===== src/rtl/player_pkg.sv =====
// Shared types and fixed-point helpers for the player sprite position controller.
package player_pkg;

  typedef enum logic [1:0] {
    GROUND = 2'd0,
    AIR    = 2'd1,
    HIT    = 2'd2
  } player_state_t;

  localparam int FIXED_SHIFT = 6;
  localparam int PIXEL_W     = 11;

  // Whole-pixel view of a x64 fixed-point coordinate, truncated to the output width.
  function automatic logic [PIXEL_W-1:0] to_pixel(input logic signed [31:0] fx);
    logic signed [31:0] px;
    px = fx >>> FIXED_SHIFT;
    return px[PIXEL_W-1:0];
  endfunction

endpackage


===== src/rtl/player_jump_controller.sv =====
// Per-frame player sprite position: keyboard walk, jump with gravity and a timed collision freeze.
// State advances only on startOfFrame; all outputs are registered.
module player_jump_controller
  import player_pkg::*;
#(
  parameter int INITIAL_X  = 64,
  parameter int GROUND_Y   = 400,
  parameter int X_MIN      = 0,
  parameter int X_MAX      = 608,
  parameter int X_SPEED    = 2,
  parameter int JUMP_SPEED = -640,
  parameter int GRAVITY    = 32,
  parameter int HIT_FRAMES = 60
) (
  input  logic               clk,
  input  logic               resetN,
  input  logic               startOfFrame,
  input  logic               leftKey,
  input  logic               rightKey,
  input  logic               jumpKey,
  input  logic               collision,
  output logic [PIXEL_W-1:0] topLeftX,
  output logic [PIXEL_W-1:0] topLeftY,
  output logic               inAir,
  output logic               hit
);

  localparam int FX_ONE = 1 << FIXED_SHIFT;
  localparam int HIT_W  = $clog2(HIT_FRAMES + 1);

  localparam logic signed [31:0] X_INIT_FX = 32'(INITIAL_X * FX_ONE);
  localparam logic signed [31:0] GROUND_FX = 32'(GROUND_Y * FX_ONE);
  localparam logic signed [31:0] X_MIN_FX  = 32'(X_MIN * FX_ONE);
  localparam logic signed [31:0] X_MAX_FX  = 32'(X_MAX * FX_ONE);
  localparam logic signed [31:0] X_STEP_FX = 32'(X_SPEED * FX_ONE);
  localparam logic signed [31:0] JUMP_FX   = 32'(JUMP_SPEED);
  localparam logic signed [31:0] GRAV_FX   = 32'(GRAVITY);
  localparam logic [HIT_W-1:0]   HIT_INIT  = HIT_W'(HIT_FRAMES);

  player_state_t      state_q, state_d;
  logic signed [31:0] x_q, x_d;
  logic signed [31:0] y_q, y_d;
  logic signed [31:0] v_q, v_d;
  logic [HIT_W-1:0]   hit_cnt_q, hit_cnt_d;

  logic [PIXEL_W-1:0] top_left_x_q;
  logic [PIXEL_W-1:0] top_left_y_q;
  logic               in_air_q;
  logic               hit_q;

  logic signed [31:0] x_step_s;
  logic signed [31:0] x_walk_s;
  logic signed [31:0] x_clamp_s;
  logic signed [31:0] y_air_s;

  // Walk step, clamp and the per-frame FSM / kinematics update.
  always_comb begin
    state_d   = state_q;
    x_d       = x_q;
    y_d       = y_q;
    v_d       = v_q;
    hit_cnt_d = hit_cnt_q;
    y_air_s   = y_q + v_q;

    if (rightKey && !leftKey) begin
      x_step_s = X_STEP_FX;
    end else if (leftKey && !rightKey) begin
      x_step_s = -X_STEP_FX;
    end else begin
      x_step_s = 32'sd0;
    end
    x_walk_s = x_q + x_step_s;

    if (x_walk_s > X_MAX_FX) begin
      x_clamp_s = X_MAX_FX;
    end else if (x_walk_s < X_MIN_FX) begin
      x_clamp_s = X_MIN_FX;
    end else begin
      x_clamp_s = x_walk_s;
    end

    if (startOfFrame) begin
      case (state_q)
        GROUND: begin
          // Walking still applies on the tick a collision is taken.
          x_d = x_clamp_s;
          if (collision) begin
            state_d   = HIT;
            hit_cnt_d = HIT_INIT;
          end else if (jumpKey) begin
            state_d = AIR;
            v_d     = JUMP_FX;
          end else begin
            state_d = GROUND;
          end
        end
        AIR: begin
          x_d = x_clamp_s;
          if (collision) begin
            state_d   = HIT;
            v_d       = 32'sd0;
            hit_cnt_d = HIT_INIT;
          end else if (y_air_s >= GROUND_FX) begin
            state_d = GROUND;
            y_d     = GROUND_FX;
            v_d     = 32'sd0;
          end else begin
            y_d = y_air_s;
            v_d = v_q + GRAV_FX;
          end
        end
        HIT: begin
          hit_cnt_d = hit_cnt_q - HIT_W'(1);
          if (hit_cnt_q <= HIT_W'(1)) begin
            state_d   = GROUND;
            y_d       = GROUND_FX;
            v_d       = 32'sd0;
            hit_cnt_d = '0;
          end else begin
            state_d = HIT;
          end
        end
        default: begin
          state_d   = GROUND;
          y_d       = GROUND_FX;
          v_d       = 32'sd0;
          hit_cnt_d = '0;
        end
      endcase
    end else begin
      state_d = state_q;
    end
  end

  // State, datapath and registered outputs with synchronous active-low reset.
  always_ff @(posedge clk) begin
    if (!resetN) begin
      state_q      <= GROUND;
      x_q          <= X_INIT_FX;
      y_q          <= GROUND_FX;
      v_q          <= 32'sd0;
      hit_cnt_q    <= '0;
      top_left_x_q <= to_pixel(X_INIT_FX);
      top_left_y_q <= to_pixel(GROUND_FX);
      in_air_q     <= 1'b0;
      hit_q        <= 1'b0;
    end else begin
      state_q      <= state_d;
      x_q          <= x_d;
      y_q          <= y_d;
      v_q          <= v_d;
      hit_cnt_q    <= hit_cnt_d;
      top_left_x_q <= to_pixel(x_d);
      top_left_y_q <= to_pixel(y_d);
      in_air_q     <= (state_d == AIR);
      hit_q        <= (state_d == HIT);
    end
  end

  assign topLeftX = top_left_x_q;
  assign topLeftY = top_left_y_q;
  assign inAir    = in_air_q;
  assign hit      = hit_q;

endmodule

===== config.mk =====
export PLATFORM = sky130hd
export DESIGN_NAME = player_jump_controller
export DESIGN_NICKNAME = d
export VERILOG_FILES = /design/src/rtl/player_pkg.sv /design/src/rtl/player_jump_controller.sv
export SDC_FILE = /design/constraint.sdc
export NUM_CORES = 1
export LEC_CHECK = 0
export ABC_CLOCK_PERIOD_IN_PS = 14600
export CORE_UTILIZATION = 65
export CTS_BUF_LIST = sky130_fd_sc_hd__clkbuf_4
export CTS_CLUSTER_DIAMETER = 40
export DETAILED_ROUTE_END_ITERATION = 8
export HOLD_SLACK_MARGIN = 0.12
export PLACE_DENSITY = 0.81
export SLEW_MARGIN = 20
export SYNTH_ARGS = -nofsm -noshare
export SYNTH_HDL_FRONTEND = slang
export SYNTH_SLANG_ARGS = --single-unit

===== constraint.sdc =====
create_clock -name clk -period 14.6 [get_ports clk]
set_clock_uncertainty 0.05 [all_clocks]
set_input_delay 2.92 -clock clk [delete_from_list [all_inputs] [get_ports clk]]
set_output_delay 2.92 -clock clk [all_outputs]
set_load 0.03 [all_outputs]

* Word-level counts from Yosys, hierarchy flattened
Index checks and enable logic that the tools add are counted.
Operators by class: $add $sub $neg 4, order comparisons 4, equal/unequal tests 9, multiplexer cells 24, bitwise logic cells 1, reductions and logical operators 10
Operators with widths (count):
- $mux 32 | 12
- $pmux 32 s3 | 2
- $add 32x32->32 | 2
- $add 32x7->32 const B | 1
- $ge 32x16->1 const B | 1
- $gt 32x17->1 const B | 1
- $lt 32x1->1 const B | 1
- $mux 6 | 2
- $pmux 6 s2 | 1
- $mux 2 | 5
- $ne 2x2->1 const B | 4
- $reduce_and 4->1 | 2
- $le 6x1->1 const B | 1
- $pmux 2 s3 | 1
- $sub 6x1->6 const B | 1
- $eq 2x1->1 const B | 2
- $eq 2x2->1 const B | 2
- $reduce_and 2->1 | 2
- $logic_and 1x1->1 | 2
- $logic_not 1->1 | 2
- $logic_not 2->1 | 1
- $ne 2x1->1 const B | 1
- $reduce_or 2->1 | 1
- $mux 1 | 1
- $not 1->1 | 1
Word-level totals: flip-flop bits (word level) 106, input bits 7, output and inout port bits 24, logic and storage cells 61

* Depth between registers and ports, before layout
Gate-level depths: netlist of run 1.
word-level depth 8, depth in mapped cells 16

* Worst setup path before layout of run 1
No wires, ideal clock.
kind input to register, from input port rightKey, to register x_q[10], setup time 0.068 ns, arrival 6.552 ns, required time 14.482 ns, slack 7.931 ns, stages 14, buffers on the path 0, cells stage by stage inv_1 > ha_1 > ha_1 > a21o_1 > a21oi_4 > nor3_2 > a211oi_2 > and4_4 > o31ai_4 > a2111o_1 > a31oi_2 > xor2_1 > or4b_4 > o21ai_2
Between the ends: word-level cells in the longest chain between the ends 8, elaborated cells on any way between the ends 10, classes of those cells 1 x add/sub; 2 x order compare; 4 x mux; 3 x reduce/logical
Ends and longest elaborated chain:
- start, declared | line player_jump_controller.sv:19 | input logic rightKey,
- $logic_not 1->1 | line player_jump_controller.sv:67 | end else if (leftKey && !rightKey) begin
- $logic_and 1x1->1 | line player_jump_controller.sv:67
- $mux 32 | line player_jump_controller.sv:67
- $mux 32 * | line player_jump_controller.sv:65 | if (rightKey && !leftKey) begin
- $add 32x32->32 * | line player_jump_controller.sv:72 | x_walk_s = x_q + x_step_s;
- $lt 32x1->1 | line player_jump_controller.sv:76 | end else if (x_walk_s < X_MIN_FX) begin
- $mux 32 | line player_jump_controller.sv:76
- $mux 32 * | line player_jump_controller.sv:74 | if (x_walk_s > X_MAX_FX) begin
- end signal, assigned | line player_jump_controller.sv:139 | x_q <= X_INIT_FX;
- end signal, assigned | line player_jump_controller.sv:149 | x_q <= x_d;
- end, declared | line player_jump_controller.sv:41 | logic signed [31:0] x_q, x_d;
Every way passes the cells marked *; elsewhere a longest branch is shown, timed or not. A chain may end at the register's enable or synchronous reset.

* Worst setup path after layout of run 1
from input port rightKey, to register x_q[9]
The elaborated chain is that of the path after synthesis.

==> results of run 1 <==
## where the power goes
part,switching [mW],leakage [nW],internal (mW)
clock,0.0855,0.0509,0.0335
sequential,0.0112,0.746,0.259
combinational,0.0682,2.23,0.0403
total,0.165,3.03,0.333
## path summary, 6_finish.rpt
path / depth (start not counted) / startpoint / slack, ns / endpoint
max reg2reg: 12 / y_q[6] / 9.90 / y_q[16]
min reg2reg: 1 / x_q[29] / 0.43 / x_q[29]
max: 16 / rightKey / 7.66 / x_q[9]
min: 1 / x_q[29] / 0.43 / x_q[29]
## cell families after synthesis
kind of cell             share of synthesized area [%]
XOR/XNOR                                         3.994
AND/OR/NAND/NOR                                  23.52
multiplexers                                     1.052
AO/OA/AOI/OAI                                    29.15
adder cells (fa/ha/maj)                          10.09
buffers and inverters                            5.901
other                                          0.05343
flip-flops                                       26.24
## routing by layer
metal	wire, um	part of all wire (%)
met5	0	0
met4	257	1.4
met3	1256	6.9
met2	8068	44
met1	8590	47
## layout make-up
type	instances	share of cell area, %
antenna	1	0.03441
clock inverter	4	0.2580
timing repair buffer	34	4.507
inverter	19	0.9806
multi-input combinational	731	65.53
tap	136	2.340
clock buffer	10	1.032
sequential	92	25.32
## synthesized netlist by cell type, types with 8 or more instances
cell type   n
clkbuf_1   28
a21o_1     27
a211oi_1   16
nand3_1    24
xnor2_1    17
nand2_1    89
and4_1      8
a22o_1     10
o211ai_1   12
dfxtp_1    92
or3_1       9
a21oi_1    80
and2_1     30
ha_1       55
a311oi_1    9
a32oi_1     8
nor2b_1     8
nand4_1    14
inv_1      19
and3_1     15
o21ai_0    59
buf_4      25
nor2_1     82
nor3_1     20
o21a_1     12
xor2_1     15
nand2b_1    9
## state kept, by name (all words and copies together), names as in the netlist
name       flops
y_q           31
state_q        2
v_q           27
x_q           24
hit_cnt_q      6
hit            1
inAir          1
## worst reg2reg max path: cells and delay by family, from the launching register on
family          cells  cell delay, ns
flops               1            0.36
compound gates      7            2.17
fa+ha+maj           1            0.35
simple gates        4            1.70
## stage by stage
| step | setup WS [ns] | std cells | util (%) | cell area, sq um |
|---|---|---|---|---|
| 6_report | 7.656 | 1027 | 69.83 | 7273 |
| 5_1_grt | 7.390 | 1027 | 69.83 | 7273 |
| 4_1_cts | 7.754 | 1026 | 69.80 | 7271 |
| 3_5_place_dp | 7.241 | 1012 | 68.90 | 7177 |
| 3_3_place_gp | 7.395 | 1012 | 68.90 | 7177 |
| 2_1_floorplan | 7.931 | 904 | - | 7022 |
==> metrics, run 1 <==
Maximum Capacitance Violations 0; Worst VDD drop approximately 71 uV; Multi-input gate area 4766 sq um; Top Family by Delay on Critical Path compound AO/OA/AOI/OAI gates; die height 105.9 um; TritonRoute pass-1 iters 5; Seq/Total Area, Yosys 26.24%; power per cell area between 60 and 70 nW/um^2; vias between 6000 and 7000; Hold Worst Slack approximately 0.43 ns; Yosys Warn Count 0; met1 global-route usage between 40 and 50%; outcome complete, no violations; most common cell after layout, fill and taps aside dfxtp_1; cts bufs inserted 9; CP required approximately 15 ns; CP bufs+invs 3; Synth Instances 903; GRT met2 Usage roughly 52%; CP endpoint kind flop; crit path max fanout 25; postcts setup bufs 0; DR iter-0 viols about 560; vias in the first global route 6212; area leader, netlist dfxtp_1; global routing usage on met3 under 10%; Clk Latency, worst-skew pair ~0.48 ns; Peak Freq ~0.14 GHz; first-pass GRT wire length around 30 mm; Synth cell types 82; port bufs 29; # rows 37; Critical Path AT approximately 7.3 ns; vias per cell ~6.6; element type at the critical path start primary input; worst-margin pin slew around 1.2 ns; RSZ-0062 raised after global routing no; Synth area leaders dfxtp_1, ha_1, a21oi_1; Die X about 110 um; WL per Instance 17.69 um; Area Overhead vs Synth 3.637%; ys async rst share 0%; routability congestion estimate between 0.9 and 1; commonest non-fill, non-tap cells in the layout dfxtp_1, nand2_1, nor2_1; mapped cell area approximately 7000 sq um; crit-path cells clkdlybuf4s50_1 -> inv_1 -> ha_1 -> buf_4 -> ha_1 -> a211oi_1 -> nor3_1 -> o21ai_0 -> a311oi_1 -> o21ai_0 -> nand3_1 -> mux2_2 -> o32ai_1 -> nand4_1 -> or4b_4 -> o21ai_2; GRT Resource Usage Total between 30 and 40%; antenna violations before repair 1; CTS Hold Bufs 0; pin count of the biggest net entering global routing 31; mean area per synthesized cell between 7 and 8 sq um; post-CTS resize count 0; # DRC 0; clock-pin slew on the worst setup and hold paths ~0.13 ns; Lkg Pwr about 3.0 nW; kind of critical path primary input to flop; H-tree depth 3; layout cells sized above 1 under 10%; grt ovf 0; setup TNS 0 ns; top-level port count 31; Clock Path Buffers 2; Post-synth top flop dfxtp_1; FILL cells 850; DRT antenna net count 0; Detailed Route WL between 15 and 20 mm; Root Driver clkbuf_4; busiest grt layer met2; Slew Limit Fails 0; FF/Latch Area between 1500 and 2000 sq um; CTS sink count 92; Initial Util between 60% and 70%; Die ar. 11220 sq um; HP Class flop to flop; Pwr Total around 0.5 mW; fin crit share a little under half; post-synthesis sequential element count 92; Final Net Count 950; Tmin final slightly below 7 ns; critical path's slowest cell or4b_4; final hold violation count 0; CTS tree yes; top cell type's share of synthesized area 26.24%; hpwl dp around 14 mm; setup violators final 0; core footprint approximately 10000 sq um; Worst path max stage delay around 0.63 ns; number of synthesized flops with an enable pin 0; Slew headroom between 10% and 20%
Power figures use the tool's default switching activity.
==> inputs of run 2 (changes only) <==
- ABC_CLOCK_PERIOD_IN_PS: 14600 -> 6210
- CORE_UTILIZATION: 65 -> 57
- PLACE_DENSITY: 0.81 -> 0.75
- clock period: 14.6 -> 6.21 ns (I/O delays scaled with it)
==> metrics, run 2 (synthesis gave the netlist of run 1 again) <==
outcome complete, no violations; CTS tree yes; CP endpoint kind flop; fin crit share about nine tenths; # rows 40; Top Family by Delay on Critical Path compound AO/OA/AOI/OAI gates; max reg flops 31; Clk Latency, worst-skew pair between 0.4 and 0.5 ns; power per cell area about 170 nW/um^2; die height between 100 and 150 um; CP required roughly 6.6 ns; Die ar. between 10000 and 15000 sq um; # DRC 0; Tmin final 5.590 ns; Final Net Count 950; vias per cell between 6 and 7; first-pass GRT wire length approximately 30 mm; post-CTS resize count 0; Multi-input gate area 4766 sq um; final hold violation count 0; DR iter-0 viols 620; port bufs 29; CP bufs+invs 1; Worst path max stage delay approximately 0.64 ns; hold_sp y_q[19]; Peak Freq between 0.15 and 0.2 GHz; Maximum Capacitance Violations 0; Worst VDD drop between 150 and 200 uV; Die X 113.0 um; top-level port count 31; Critical Path AT between 5 and 6 ns; Place WS 0.2448 ns; Slew Limit Fails 0; GRT Resource Usage Total 29.00%; commonest non-fill, non-tap cells in the layout dfxtp_1, nand2_1, nor2_1; hpwl dp around 14 mm; Regs by FF count y_q: 31 flops, v_q: 27 flops, x_q: 24 flops; most common cell after layout, fill and taps aside dfxtp_1; Util after Layout 61.07%; CP startpoint leftKey; routability congestion estimate between 0.9 and 1; element type at the critical path start primary input; grt ovf 0; Biggest register y_q; Area Overhead vs Synth 4.528%; RSZ-0062 raised after global routing no; placed cell areas roughly 7200 sq um; vias in the first global route around 6100; postcts setup bufs 0; crit-path cells clkdlybuf4s50_1 -> ha_1 -> ha_1 -> a211oi_1 -> nor3_1 -> o21ai_0 -> a311oi_1 -> o21ai_0 -> nand3_1 -> mux2_2 -> o32ai_1 -> nand4_1 -> or4b_4 -> o21ai_2; Final WS setup 0.6198 ns; Hold Worst Slack roughly 0.43 ns; Root Driver clkbuf_4; FILL cells between 1000 and 1500; Slew headroom 29.72%; CTS Hold Bufs 0; clock-pin slew on the worst setup and hold paths ~0.15 ns; setup TNS 0 ns; vias 6711; setup violators final 0; Worst R2R Start v_q[14]; kind of critical path primary input to flop; TritonRoute pass-1 iters 6; critical path's slowest cell ha_1; cts bufs inserted 9; Clock Path Buffers 2; final instance area 7336 sq um; crit path max fanout 17; Detailed Route WL 18.25 mm; layout cells sized above 1 under 10%; CTS sink count 92; FF/Latch Area 1842 sq um; core footprint approximately 12000 sq um; DRT antenna net count 0; HP Class flop to flop; pin count of the biggest net entering global routing 31; Initial Util roughly 58%; antenna violations before repair 1; WL per Instance between 15 and 20 um; worst-margin pin slew 1.052 ns; Lkg Pwr about 3.1 nW; H-tree depth 3
## run 2: cell types whose count changed in the layout (fill, tap and decap cells not counted), sizes merged
| cell | before | now |
|---|---|---|
| bufinv | 0 | 1 |
| clkbuf | 10 | 9 |
| inv | 19 | 21 |
## run 2: routing by layer
metal  wire length (um)  track usage (%)  vias to the layer above  share of wire (%)
li1                   -                -                     3291                  -
met1               8704            40.87                     3163                 48
met2               8232            45.97                      230                 45
met3               1011            3.589                       27                5.5
met4                302            9.649                        0                1.7
met5                  0                0                        -                  0
## run 2: cell type report
cell class	count	share of cell area, %
diodes	1	0.03411
clock buffers	9	0.9210
clock inverters	7	1.023
inverters	19	0.9722
multi-input cells	731	64.97
flip-flops and latches	92	25.11
well taps	147	2.507
repair buffers	34	4.469
## run 2: through the flow
step           std cells  total power, mW
2_1_floorplan        904           0.8348
3_3_place_gp        1023           0.8899
3_5_place_dp        1023           0.8978
4_1_cts             1039            1.247
5_1_grt             1040            1.300
6_report            1040            1.247
## run 2: final timing paths
check / to / slack [ns] / cells after the start
worst max-delay path: x_q[8] / 0.62 / 14
worst min-delay path: y_q[19] / 0.43 / 2
worst max register to register: y_q[21] / 1.52 / 12
worst min register to register: y_q[19] / 0.43 / 2
## run 2: power breakdown
group | switching [mW] | leakage [nW] | internal (mW) | total (mW)
registers | 0.0264 | 0.746 | 0.610 | 0.636
clock network | 0.230 | 0.0759 | 0.126 | 0.355
logic | 0.161 | 2.23 | 0.0949 | 0.256
total | 0.417 | 3.05 | 0.830 | 1.25
## run 2: worst min-delay path: cells and delay by family (launching register included)
kind | cells | cell delay, ns
AOI/OAI and AO/OA | 1 | 0.06
DFF | 1 | 0.34
and+or+nand+nor | 1 | 0.05
==> inputs of run 3 (changes only) <==
- SLEW_MARGIN: 20 -> 25
==> metrics, run 3 (synthesis gave the netlist of run 1 again) <==
element type at the critical path start primary input; CTS sink count between 90 and 100; max reg flops 31; Clk Latency, worst-skew pair between 0.4 and 0.5 ns; Slew Limit Fails 0; worst-margin pin slew 0.9400 ns; TritonRoute pass-1 iters 6; GRT Resource Usage Total 29.00%; setup violators final 0; Detailed Route WL 18.22 mm; CTS Hold Bufs 0; layout cells sized above 1 5.157%; DRT antenna net count 0; vias in the first global route 6078; final hold violation count 0; Tmin final around 5.6 ns; Multi-input gate area between 4000 and 5000 sq um; # DRC 0; DR iter-0 viols roughly 650; # rows 40; H-tree depth 3; antenna violations before repair 1; Critical Path AT ~6 ns; FILL cells between 1000 and 1500; Die X between 100 and 150 um; cts bufs inserted 9; vias 6726; Die ar. about 13000 sq um; kind of critical path primary input to flop; Lkg Pwr about 3 nW; Reg power frac 51.0%; fin crit share ~90%; clock share of power between 20 and 30%; Initial Util roughly 60%; Worst VDD drop around 170 uV; routability congestion estimate around 0.96; top-level port count 31; placed cell areas ~7200 sq um; WL per Instance approximately 18 um; CP required about 6.6 ns; crit path max fanout 17; clock-pin slew on the worst setup and hold paths approximately 0.15 ns; RSZ-0062 raised after global routing no; Peak Freq about 0.18 GHz; Slew headroom 35.72%; Internal between 0.8 and 0.9 mW; vias per cell ~6.5; first-pass GRT wire length slightly below 30 mm; power per cell area ~170 nW/um^2; Gate power share between 20 and 25%; grt ovf 0; die height between 100 and 150 um; core footprint around 12000 sq um; Maximum Capacitance Violations 0; hpwl dp about 14 mm; pin count of the biggest net entering global routing 31; CTS tree yes; most common cell after layout, fill and taps aside dfxtp_1; FF/Latch Area between 1500 and 2000 sq um; Final Net Count 950; final instance area around 7300 sq um; Root Driver clkbuf_4; Regs by FF count y_q: 31 flops, v_q: 27 flops, x_q: 24 flops; Biggest register y_q; CP endpoint kind flop; sw frac about a third; postcts setup bufs 0; outcome complete, no violations; P_sw 0.4171 mW; post-CTS resize count 0; HP Class flop to flop; port bufs 29; setup TNS 0 ns; Area Overhead vs Synth 4.564%; commonest non-fill, non-tap cells in the layout dfxtp_1, nand2_1, nor2_1; Clock Path Buffers 2
-- run 3: worst paths after layout --
check,startpoint,end,slack (ns),cells after the start
max,leftKey,x_q[8],0.62,14
min,y_q[3],y_q[3],0.43,1
max reg2reg,v_q[14],y_q[21],1.45,12
min reg2reg,y_q[3],y_q[3],0.43,1
-- run 3: cell type report --
type                       instances  share of cell area [%]
antenna                            1                 0.03410
clock buffer                       9                  0.9207
clock inverter                     7                   1.023
inverter                          19                  0.9719
multi-input combinational        731                   64.98
sequential                        92                   25.10
tap                              147                   2.506
timing repair buffer              34                   4.467
-- run 3: power by group through the flow --
stage | combinational [mW] | clock [mW] | sequential (mW)
finish | 0.255 | 0.356 | 0.636
global route | 0.282 | 0.380 | 0.639
global placement | 0.243 | 0 | 0.647
floorplan | 0.196 | 0 | 0.639
detailed placement | 0.249 | 0 | 0.648
CTS | 0.251 | 0.361 | 0.636
-- run 3: critical path, stage by stage --
cell,delay (ns)
clkdlybuf4s50_1,0.46
ha_1,0.64
ha_1,0.38
a211oi_1,0.48
nor3_1,0.13
o21ai_0,0.36
a311oi_1,0.18
o21ai_0,0.40
nand3_1,0.13
mux2_2,0.27
o32ai_1,0.22
nand4_1,0.27
or4b_4,0.63
o21ai_2,0.15
-- run 3: through the flow --
| stage | std cells | hold WS, ns | setup WS (ns) | utilization, % | power, mW |
|---|---|---|---|---|---|
| 2_1_floorplan | 904 | 0.3807 | 1.219 | - | 0.8348 |
| 3_3_place_gp | 1023 | 0.3965 | 0.5199 | 59.86 | 0.8899 |
| 3_5_place_dp | 1023 | 0.4041 | 0.2448 | 59.86 | 0.8978 |
| 4_1_cts | 1039 | 0.4354 | 0.7645 | 61.05 | 1.247 |
| 5_1_grt | 1040 | 0.4501 | 0.3465 | 61.09 | 1.301 |
| 6_report | 1040 | 0.4340 | 0.6160 | 61.09 | 1.247 |
-- run 3: per-layer routing --
metal	wire, um	share of wire, %	track usage [%]	up-vias
li1	-	-	-	3297
met5	0	0	0	-
met1	8620	47	40.87	3171
met2	8260	45	45.97	223
met4	342	1.9	9.649	0
met3	992	5.4	3.589	35
